### config.mk
export PLATFORM = sky130hd
export DESIGN_NAME = fpu_config_responder
export DESIGN_NICKNAME = d
export VERILOG_FILES = /design/src/rtl/fpu_cfg_pkg.sv /design/src/rtl/fpu_cfg_regs.sv /design/src/rtl/fpu_config_responder.sv
export SDC_FILE = /design/constraint.sdc
export NUM_CORES = 1
export LEC_CHECK = 0
export ABC_AREA = 1
export ABC_CLOCK_PERIOD_IN_PS = 11400
export CAP_MARGIN = 20
export CORE_ASPECT_RATIO = 1.75
export CORE_UTILIZATION = 56
export CTS_BUF_LIST = sky130_fd_sc_hd__clkbuf_16
export DETAILED_ROUTE_END_ITERATION = 8
export PLACE_DENSITY = 0.85
export RECOVER_POWER = 100
export SYNTH_ARGS = -nofsm -noshare
export SYNTH_HDL_FRONTEND = slang
export SYNTH_SLANG_ARGS = --single-unit
### constraint.sdc
create_clock -name clk -period 11.4 [get_ports clk]
set_input_delay 2.28 -clock clk [delete_from_list [all_inputs] [get_ports clk]]
set_output_delay 2.28 -clock clk [all_outputs]
set_load 0.01 [all_outputs]
### src/rtl/fpu_cfg_pkg.sv
// -----------------------------------------------------------------------------
// fpu_cfg_pkg
//   Shared definitions for the FPU filter-engine configuration responder:
//   byte offsets of the config words, CTRL bit positions, word indices used
//   by the register file, the responder state enum and the address decoder.
// -----------------------------------------------------------------------------
package fpu_cfg_pkg;

    // Byte offsets from BASE_ADDR
    localparam logic [31:0] CFG_FILT0_OFF  = 32'h00;
    localparam logic [31:0] CFG_FILT1_OFF  = 32'h04;
    localparam logic [31:0] CFG_FILT2_OFF  = 32'h08;
    localparam logic [31:0] CFG_GEOM_OFF   = 32'h0C;
    localparam logic [31:0] CFG_START_OFF  = 32'h10;
    localparam logic [31:0] CFG_RESULT_OFF = 32'h14;
    localparam logic [31:0] CFG_CTRL_OFF   = 32'h18;

    // Word indices (offset >> 2); NONE marks an unmapped address
    localparam int          CFG_NUM_WORDS  = 6;
    localparam logic [2:0]  CFG_IDX_FILT2  = 3'(CFG_FILT2_OFF >> 2);
    localparam logic [2:0]  CFG_IDX_CTRL   = 3'(CFG_CTRL_OFF >> 2);
    localparam logic [2:0]  CFG_IDX_NONE   = 3'd7;

    // CTRL bit positions
    localparam int CTRL_GO_BIT   = 0;
    localparam int CTRL_BUSY_BIT = 1;
    localparam int CTRL_DONE_BIT = 2;
    localparam int CTRL_ERR_BIT  = 3;

    typedef enum logic [1:0] {
        IDLE  = 2'd0,
        START = 2'd1,
        BUSY  = 2'd2
    } fpu_cfg_state_t;

    // Map a byte address to a word index. Everything outside the seven-word
    // window (including 0x1C, which lands on index 7) decodes to NONE.
    function automatic logic [2:0] cfg_decode(input logic [31:0] addr,
                                              input logic [31:0] base);
        logic [31:0] off;
        off = addr - base;
        if (off[31:5] == 27'd0 && off[1:0] == 2'b00)
            return off[4:2];
        return CFG_IDX_NONE;
    endfunction

endpackage

### src/rtl/fpu_cfg_regs.sv
// -----------------------------------------------------------------------------
// fpu_cfg_regs
//   Six-word configuration register file with one write port and two
//   independent registered read ports (CPU side and loader side).
//   Index 6 (CTRL) is not stored here: it reads ctrl_word_i so that both
//   ports see the same word map. Unmapped indices read as 0.
//   Read data holds its last value when no read is issued.
//
// Ports
//   clk, rst          clock, asynchronous active-high reset
//   wr_en_i           write strobe (index already known to be 0..5)
//   wr_idx_i/data_i   write word index and data
//   ctrl_word_i       current CTRL value, returned for index 6
//   cpu_rd_en_i/idx_i CPU read request and word index
//   cpu_rdata_o/valid CPU read data, one cycle after the request
//   ldr_rd_en_i/idx_i loader read request and word index
//   ldr_rdata_o/valid loader read data, one cycle after the request
// -----------------------------------------------------------------------------
module fpu_cfg_regs
    import fpu_cfg_pkg::*;
(
    input  logic        clk,
    input  logic        rst,
    input  logic        wr_en_i,
    input  logic [2:0]  wr_idx_i,
    input  logic [31:0] wr_data_i,
    input  logic [31:0] ctrl_word_i,
    input  logic        cpu_rd_en_i,
    input  logic [2:0]  cpu_rd_idx_i,
    output logic [31:0] cpu_rdata_o,
    output logic        cpu_rvalid_o,
    input  logic        ldr_rd_en_i,
    input  logic [2:0]  ldr_rd_idx_i,
    output logic [31:0] ldr_rdata_o,
    output logic        ldr_rvalid_o
);

    logic [31:0] word_q [CFG_NUM_WORDS];
    logic [31:0] cpu_rdata_q, ldr_rdata_q;
    logic        cpu_rvalid_q, ldr_rvalid_q;
    logic [31:0] cpu_rdata_d, ldr_rdata_d;

    function automatic logic [31:0] read_word(input logic [2:0] idx);
        logic [31:0] w;
        w = '0;
        if (idx == CFG_IDX_CTRL)
            w = ctrl_word_i;
        else if (idx < CFG_IDX_CTRL)
            w = word_q[idx];
        return w;
    endfunction

    // Filter tap 8 is a single byte; the upper bits are never stored.
    always_ff @(posedge clk or posedge rst) begin
        if (rst) begin
            for (int i = 0; i < CFG_NUM_WORDS; i++)
                word_q[i] <= '0;
        end else if (wr_en_i) begin
            if (wr_idx_i == CFG_IDX_FILT2)
                word_q[wr_idx_i] <= {24'd0, wr_data_i[7:0]};
            else
                word_q[wr_idx_i] <= wr_data_i;
        end
    end

    always_comb begin
        cpu_rdata_d = cpu_rdata_q;
        ldr_rdata_d = ldr_rdata_q;
        if (cpu_rd_en_i)
            cpu_rdata_d = read_word(cpu_rd_idx_i);
        if (ldr_rd_en_i)
            ldr_rdata_d = read_word(ldr_rd_idx_i);
    end

    always_ff @(posedge clk or posedge rst) begin
        if (rst) begin
            cpu_rdata_q  <= '0;
            cpu_rvalid_q <= 1'b0;
            ldr_rdata_q  <= '0;
            ldr_rvalid_q <= 1'b0;
        end else begin
            cpu_rdata_q  <= cpu_rdata_d;
            cpu_rvalid_q <= cpu_rd_en_i;
            ldr_rdata_q  <= ldr_rdata_d;
            ldr_rvalid_q <= ldr_rd_en_i;
        end
    end

    assign cpu_rdata_o  = cpu_rdata_q;
    assign cpu_rvalid_o = cpu_rvalid_q;
    assign ldr_rdata_o  = ldr_rdata_q;
    assign ldr_rvalid_o = ldr_rvalid_q;

endmodule

### src/rtl/fpu_config_responder.sv
// -----------------------------------------------------------------------------
// fpu_config_responder
//   CPU-programmable configuration store for the FPU filter engine. A GO
//   write to CTRL pulses load_config_start for one cycle; busy then stays
//   high until the loader reports load_config_done, which sets the sticky
//   DONE bit. Loader word reads are answered with one cycle of latency in
//   every state.
//
//   Optional feature (macro FPU_CFG_WRITE_LOCK_EN): while a load is in
//   progress (START or BUSY) CPU writes to config words are dropped and set
//   the sticky CTRL.ERR bit. Without the macro such writes land normally and
//   ERR always reads 0.
//
// Ports
//   clk, rst                          clock, asynchronous active-high reset
//   cpu_wr_en/cpu_addr/cpu_wdata      CPU write port
//   cpu_rd_en -> cpu_rdata/_valid     CPU read port, 1-cycle latency
//   mem_req/address_mem -> data_mem/mapped_data_valid
//                                     loader read port, 1-cycle latency
//   load_config_start                 one-cycle start pulse to the loader
//   load_config_done                  completion pulse from the loader
//   busy                              load in progress
// -----------------------------------------------------------------------------
module fpu_config_responder
    import fpu_cfg_pkg::*;
#(
    parameter logic [31:0] BASE_ADDR = 32'h1000_0000
)(
    input  logic        clk,
    input  logic        rst,
    input  logic        cpu_wr_en,
    input  logic        cpu_rd_en,
    input  logic [31:0] cpu_addr,
    input  logic [31:0] cpu_wdata,
    output logic [31:0] cpu_rdata,
    output logic        cpu_rdata_valid,
    input  logic        mem_req,
    input  logic [31:0] address_mem,
    output logic [31:0] data_mem,
    output logic        mapped_data_valid,
    output logic        load_config_start,
    input  logic        load_config_done,
    output logic        busy
);

    fpu_cfg_state_t state_q, state_d;
    logic           done_q, done_d;
    logic           err_q, err_d;

    logic [2:0]  cpu_idx, ldr_idx;
    logic        cfg_wr, ctrl_wr, reg_we, dropped_wr, go, done_evt;
    logic [31:0] ctrl_word;

    assign cpu_idx  = cfg_decode(cpu_addr, BASE_ADDR);
    assign ldr_idx  = cfg_decode(address_mem, BASE_ADDR);

    assign cfg_wr   = cpu_wr_en && (cpu_idx < CFG_IDX_CTRL);
    assign ctrl_wr  = cpu_wr_en && (cpu_idx == CFG_IDX_CTRL);
    assign go       = ctrl_wr && cpu_wdata[CTRL_GO_BIT];
    assign done_evt = (state_q == BUSY) && load_config_done;

`ifdef FPU_CFG_WRITE_LOCK_EN
    logic locked;
    assign locked     = (state_q != IDLE);
    assign reg_we     = cfg_wr && !locked;
    assign dropped_wr = cfg_wr && locked;
`else
    assign reg_we     = cfg_wr;
    assign dropped_wr = 1'b0;
`endif

    // GO reads as 0; BUSY mirrors the busy output.
    assign ctrl_word = {28'd0, err_q, done_q, (state_q == BUSY), 1'b0};

    // A completion and a write-1-to-clear in the same cycle leave DONE set:
    // the completion is the newer event. ERR follows the same rule.
    always_comb begin
        done_d = done_q;
        if (ctrl_wr && cpu_wdata[CTRL_DONE_BIT])
            done_d = 1'b0;
        if (done_evt)
            done_d = 1'b1;
    end

`ifdef FPU_CFG_WRITE_LOCK_EN
    always_comb begin
        err_d = err_q;
        if (ctrl_wr && cpu_wdata[CTRL_ERR_BIT])
            err_d = 1'b0;
        if (dropped_wr)
            err_d = 1'b1;
    end
`else
    assign err_d = 1'b0;
`endif

    always_comb begin
        state_d = state_q;
        case (state_q)
            IDLE:    if (go) state_d = START;
            START:   state_d = BUSY;
            BUSY:    if (load_config_done) state_d = IDLE;
            default: state_d = IDLE;
        endcase
    end

    always_ff @(posedge clk or posedge rst) begin
        if (rst) begin
            state_q <= IDLE;
            done_q  <= 1'b0;
            err_q   <= 1'b0;
        end else begin
            state_q <= state_d;
            done_q  <= done_d;
            err_q   <= err_d;
        end
    end

    assign load_config_start = (state_q == START);
    assign busy              = (state_q == BUSY);

    fpu_cfg_regs u_regs (
        .clk          (clk),
        .rst          (rst),
        .wr_en_i      (reg_we),
        .wr_idx_i     (cpu_idx),
        .wr_data_i    (cpu_wdata),
        .ctrl_word_i  (ctrl_word),
        .cpu_rd_en_i  (cpu_rd_en),
        .cpu_rd_idx_i (cpu_idx),
        .cpu_rdata_o  (cpu_rdata),
        .cpu_rvalid_o (cpu_rdata_valid),
        .ldr_rd_en_i  (mem_req),
        .ldr_rd_idx_i (ldr_idx),
        .ldr_rdata_o  (data_mem),
        .ldr_rvalid_o (mapped_data_valid)
    );

endmodule

==> flow_summary_export.csv <==
group,metric,value,unit
power,powerDensity,117.7,mW/mm2
yosys,seq_area_frac_synth,49.14,%
yosys,yosys.area.top_type_share,49.14,%
yosys,netlist_instances,1785,
clocking,numCtsBuffers,24,
yosys,synth_top_area_cell,"dfrtp_1",
clocking,ctsHoldBuffers,0,
power,combPwrFrac,5.6,%
yosys,synth_compound_area_share,12.49,%
sta,tightest_slew,6312,ps
sta,fmax,0.1247,GHz
floorplanning,die_area,0.02438,mm2
final_layout,antenna-diode-count,0,
floorplanning,die_width,118.5,um
worst_setup_path,worstReg2RegEnd,"u_regs.ldr_rdata_o[30]$_DFFE_PP0P_",
route,wirelength,43330,um
global_routing,track_usage,36.35,%
worst_setup_path,critical_path_class,"in -> reg",
flow_run,max_cap_violations,10,
status,status,"finished, violations left",
yosys,synth_xor_xnor_area_share,0,%
placed_design,place_ws,5076,ps
floorplanning,start_util,56.97,%
final_layout,multi_input_area,0.005702,mm2
route,via_count,13225,
placed_design,gp_congestion,0.8888,
yosys,syn_area_per_cell,7.446,um2
global_routing,grt_max_degree,142,
worst_setup_path,required,11790,ps
yosys,synth-main-ff-cell,"dfrtp_1",
status,failed_checks,"max-capacitance violations, max-slew violations",
worst_hold_path,hp-class,"reg -> reg",
route,final_antenna_net_count,0,
placed_design,dpl.hpwl,26170,um
final_layout,drive_gt1_share,3.105,%
worst_setup_path,start_kind,"input port",
clocking,clkSinkCount,261,
yosys,ys_types,33,
yosys,netlist_area,0.01329,mm2
worst_setup_path,cp-startpoint,"cpu_addr[28]",
sta,fin_setup_tns,0,ps
yosys,synth.net_count,1889,
sta,slew_violations,535,
yosys,synth_top_family_by_area,"simple AND/OR/NAND/NOR gates",
sta,finClkSkew,12.43,ps
worst_setup_path,cp-end-kind,"register",
floorplanning,num_rows,74,
yosys,yosysMostFrequentCell,"nand2_1",
route,drt_first_pass_iters,6,
sta,finalSetupViolCount,0,
clocking,htreeDepth,1,
final_layout,final_util,66.85,%
floorplanning,ios,170,
route,drc_errors,0,
placed_design,io_buffers,169,
clocking,cts_resized,0,
clocking,cts_tree,"built",
clocking,clockRootBuffer,"clkbuf_16",
sta,rsz0062_at_grt,"false",
sta,post-route-period-util,70.36,%
route,drt_iter0_drc,1391,
placed_design,dp_cells,2160,
yosys,synthTopCellsByCount,"nand2_1 (677), dfrtp_1 (261), nand3_1 (158)",
power,switching_share,23.15,%
route,vias_per_cell,6.000,
worst_setup_path,reg2reg_from,"u_regs.word_q[190]$_DFFE_PP0P_",
worst_hold_path,min_delay_path_depth,2,
yosys,synthSimpleGateAreaFrac,30.96,%
yosys,ys_warn_count,0,
final_layout,instances_no_fill,2204,
final_layout,final_nets,1986,
clocking,clk_path_buf_depth,3,
global_routing,antenna_found_initial,0,
power,clkPwrFrac,43.8,%
worst_setup_path,r2r_slack,10080,ps
final_layout,seq_area,0.006531,mm2
clocking,insertion_delay,550,ps
final_layout,areaGrowthSynthToFinish,17.35,%
power,power_switching,0.4250,mW
global_routing,grt_pass1_vias,13390,
sta,setup_ws,3379,ps
yosys,ys_async_sr_fraction,100.0,%
power,p_leak,7.583,nW
yosys,synthTopCellsByArea,"dfrtp_1 (49%), nand2_1 (19%), nand3_1 (5.9%)",
clocking,postCtsSetupRepairBufs,0,
worst_setup_path,worst-path-max-fanout,40,
power,peakVddDrop,0.1259,mV
clocking,path_clk_slew,70,ps
floorplanning,core_area,0.02333,mm2
yosys,ys_seq_elements,261,
yosys,synth_fa_ha_area_share,0.1883,%
sta,relSlewSlack,-323.1,%
power,p_int,1.411,mW
yosys,synth_edf_count,0,
worst_setup_path,r2r_cells,6,
worst_hold_path,hold_path_end,"u_regs.ldr_rdata_o[12]$_DFFE_PP0P_",
worst_hold_path,min_from,"u_regs.ldr_rdata_o[12]$_DFFE_PP0P_",
global_routing,grt_overflow,0,
yosys,synthMuxAreaShare,0,%
final_layout,fillers,1933,
sta,finalHoldViolations,0,
sta,min_period,8021,ps
power,seq_power_share,50.6,%
worst_setup_path,arrival,8420,ps
floorplanning,dieHeight,205.8,um
route,wl_per_cell,19.66,um
global_routing,grt_pass1_wl,68520,um
-- per-stage QoR --
step	instance area (um2)	power [mW]	hold slack, ps
final	15600	1.836	476.8
after global routing	15600	1.883	493.5
after CTS	15720	1.836	482.0
after detailed placement	14950	1.050	465.1
after global placement	14950	1.049	441.6
after floorplan	13290	0.9917	429.1
-- power groups by stage --
stage               Sequential [mW]  Combinational (mW)  Clock [mW]
floorplan                     0.947              0.0449           0
global placement              0.946               0.103           0
detailed placement            0.946               0.104           0
CTS                           0.928               0.105       0.803
global route                  0.928               0.112       0.843
finish                        0.929               0.102       0.805
-- worst max-delay path by stage --
stage          slack, ps                          to  cells after the start
3_3_place_gp        5220                    register                     13
6_report            3380                    register                     13
5_1_grt             3000                    register                     13
2_1_floorplan       1940  asynchronous set/reset pin                      1
4_1_cts             5570                    register                     13
3_5_place_dp        5080                    register                     14
-- cells in the final DEF (no fill, tap or decap) --
master	Yosys	final
a21oi_1	35	35
a21oi_4	1	1
buf_4	4	11
bufinv_16	0	2
clkbuf_1	62	3
clkbuf_16	0	25
clkdlybuf4s50_1	0	95
clkinv_1	1	6
clkinv_2	0	4
clkinvlp_2	0	1
clkinvlp_4	0	4
dfrtp_1	261	261
dlygate4sd3_1	0	74
ha_1	2	2
inv_1	108	112
inv_2	5	4
nand2_1	677	680
nand2_2	3	1
nand2_4	2	1
nand3_1	158	161
nand3_4	3	1
nand3b_1	1	1
nand4_1	31	31
nor2_1	89	91
nor2_2	4	3
nor2_4	2	1
nor3_1	16	17
nor4_1	1	1
o2111ai_1	15	15
o211ai_1	4	4
o21ai_0	135	235
o21ai_1	104	15
o21bai_1	1	1
o31ai_1	1	1
-- per-layer routing --
metal | GRT usage (%) | wire length [um] | part of all wire [%]
met3 | 6.319 | 4161 | 9.6
met1 | 38.48 | 14130 | 33
met4 | 34.27 | 4166 | 9.6
met5 | 0 | 0 | 0
met2 | 61.32 | 20860 | 48
-- critical path, stage by stage --
cell	delay (ps)
dlygate4sd3_1	550
inv_1	60
ha_1	270
nand2_1	40
inv_1	40
nand2_1	40
nor2_1	100
nand2_1	60
nor2_1	400
nand2_1	1060
nor2_4	1320
nand3_1	1490
o21ai_0	700
-- cells by family (layout without fill, tap and decap cells) --
logic type / count (synthesis) / count (layout)
flip-flops: 261 / 261
adder cells (fa/ha/maj): 2 / 2
buffers and inverters: 226 / 341
AND/OR/NAND/NOR: 989 / 989
AO/OA/AOI/OAI: 307 / 307
-- area by class of cell --
cell class,instances,area share [%]
timing repair buffer,183,11.45
clock inverter,19,0.9225
inverter,114,2.751
clock buffer,25,4.011
sequential,261,41.87
multi-input combinational,1298,36.56
tap,304,2.439
Note: power is estimated with default switching activity, not from simulation.
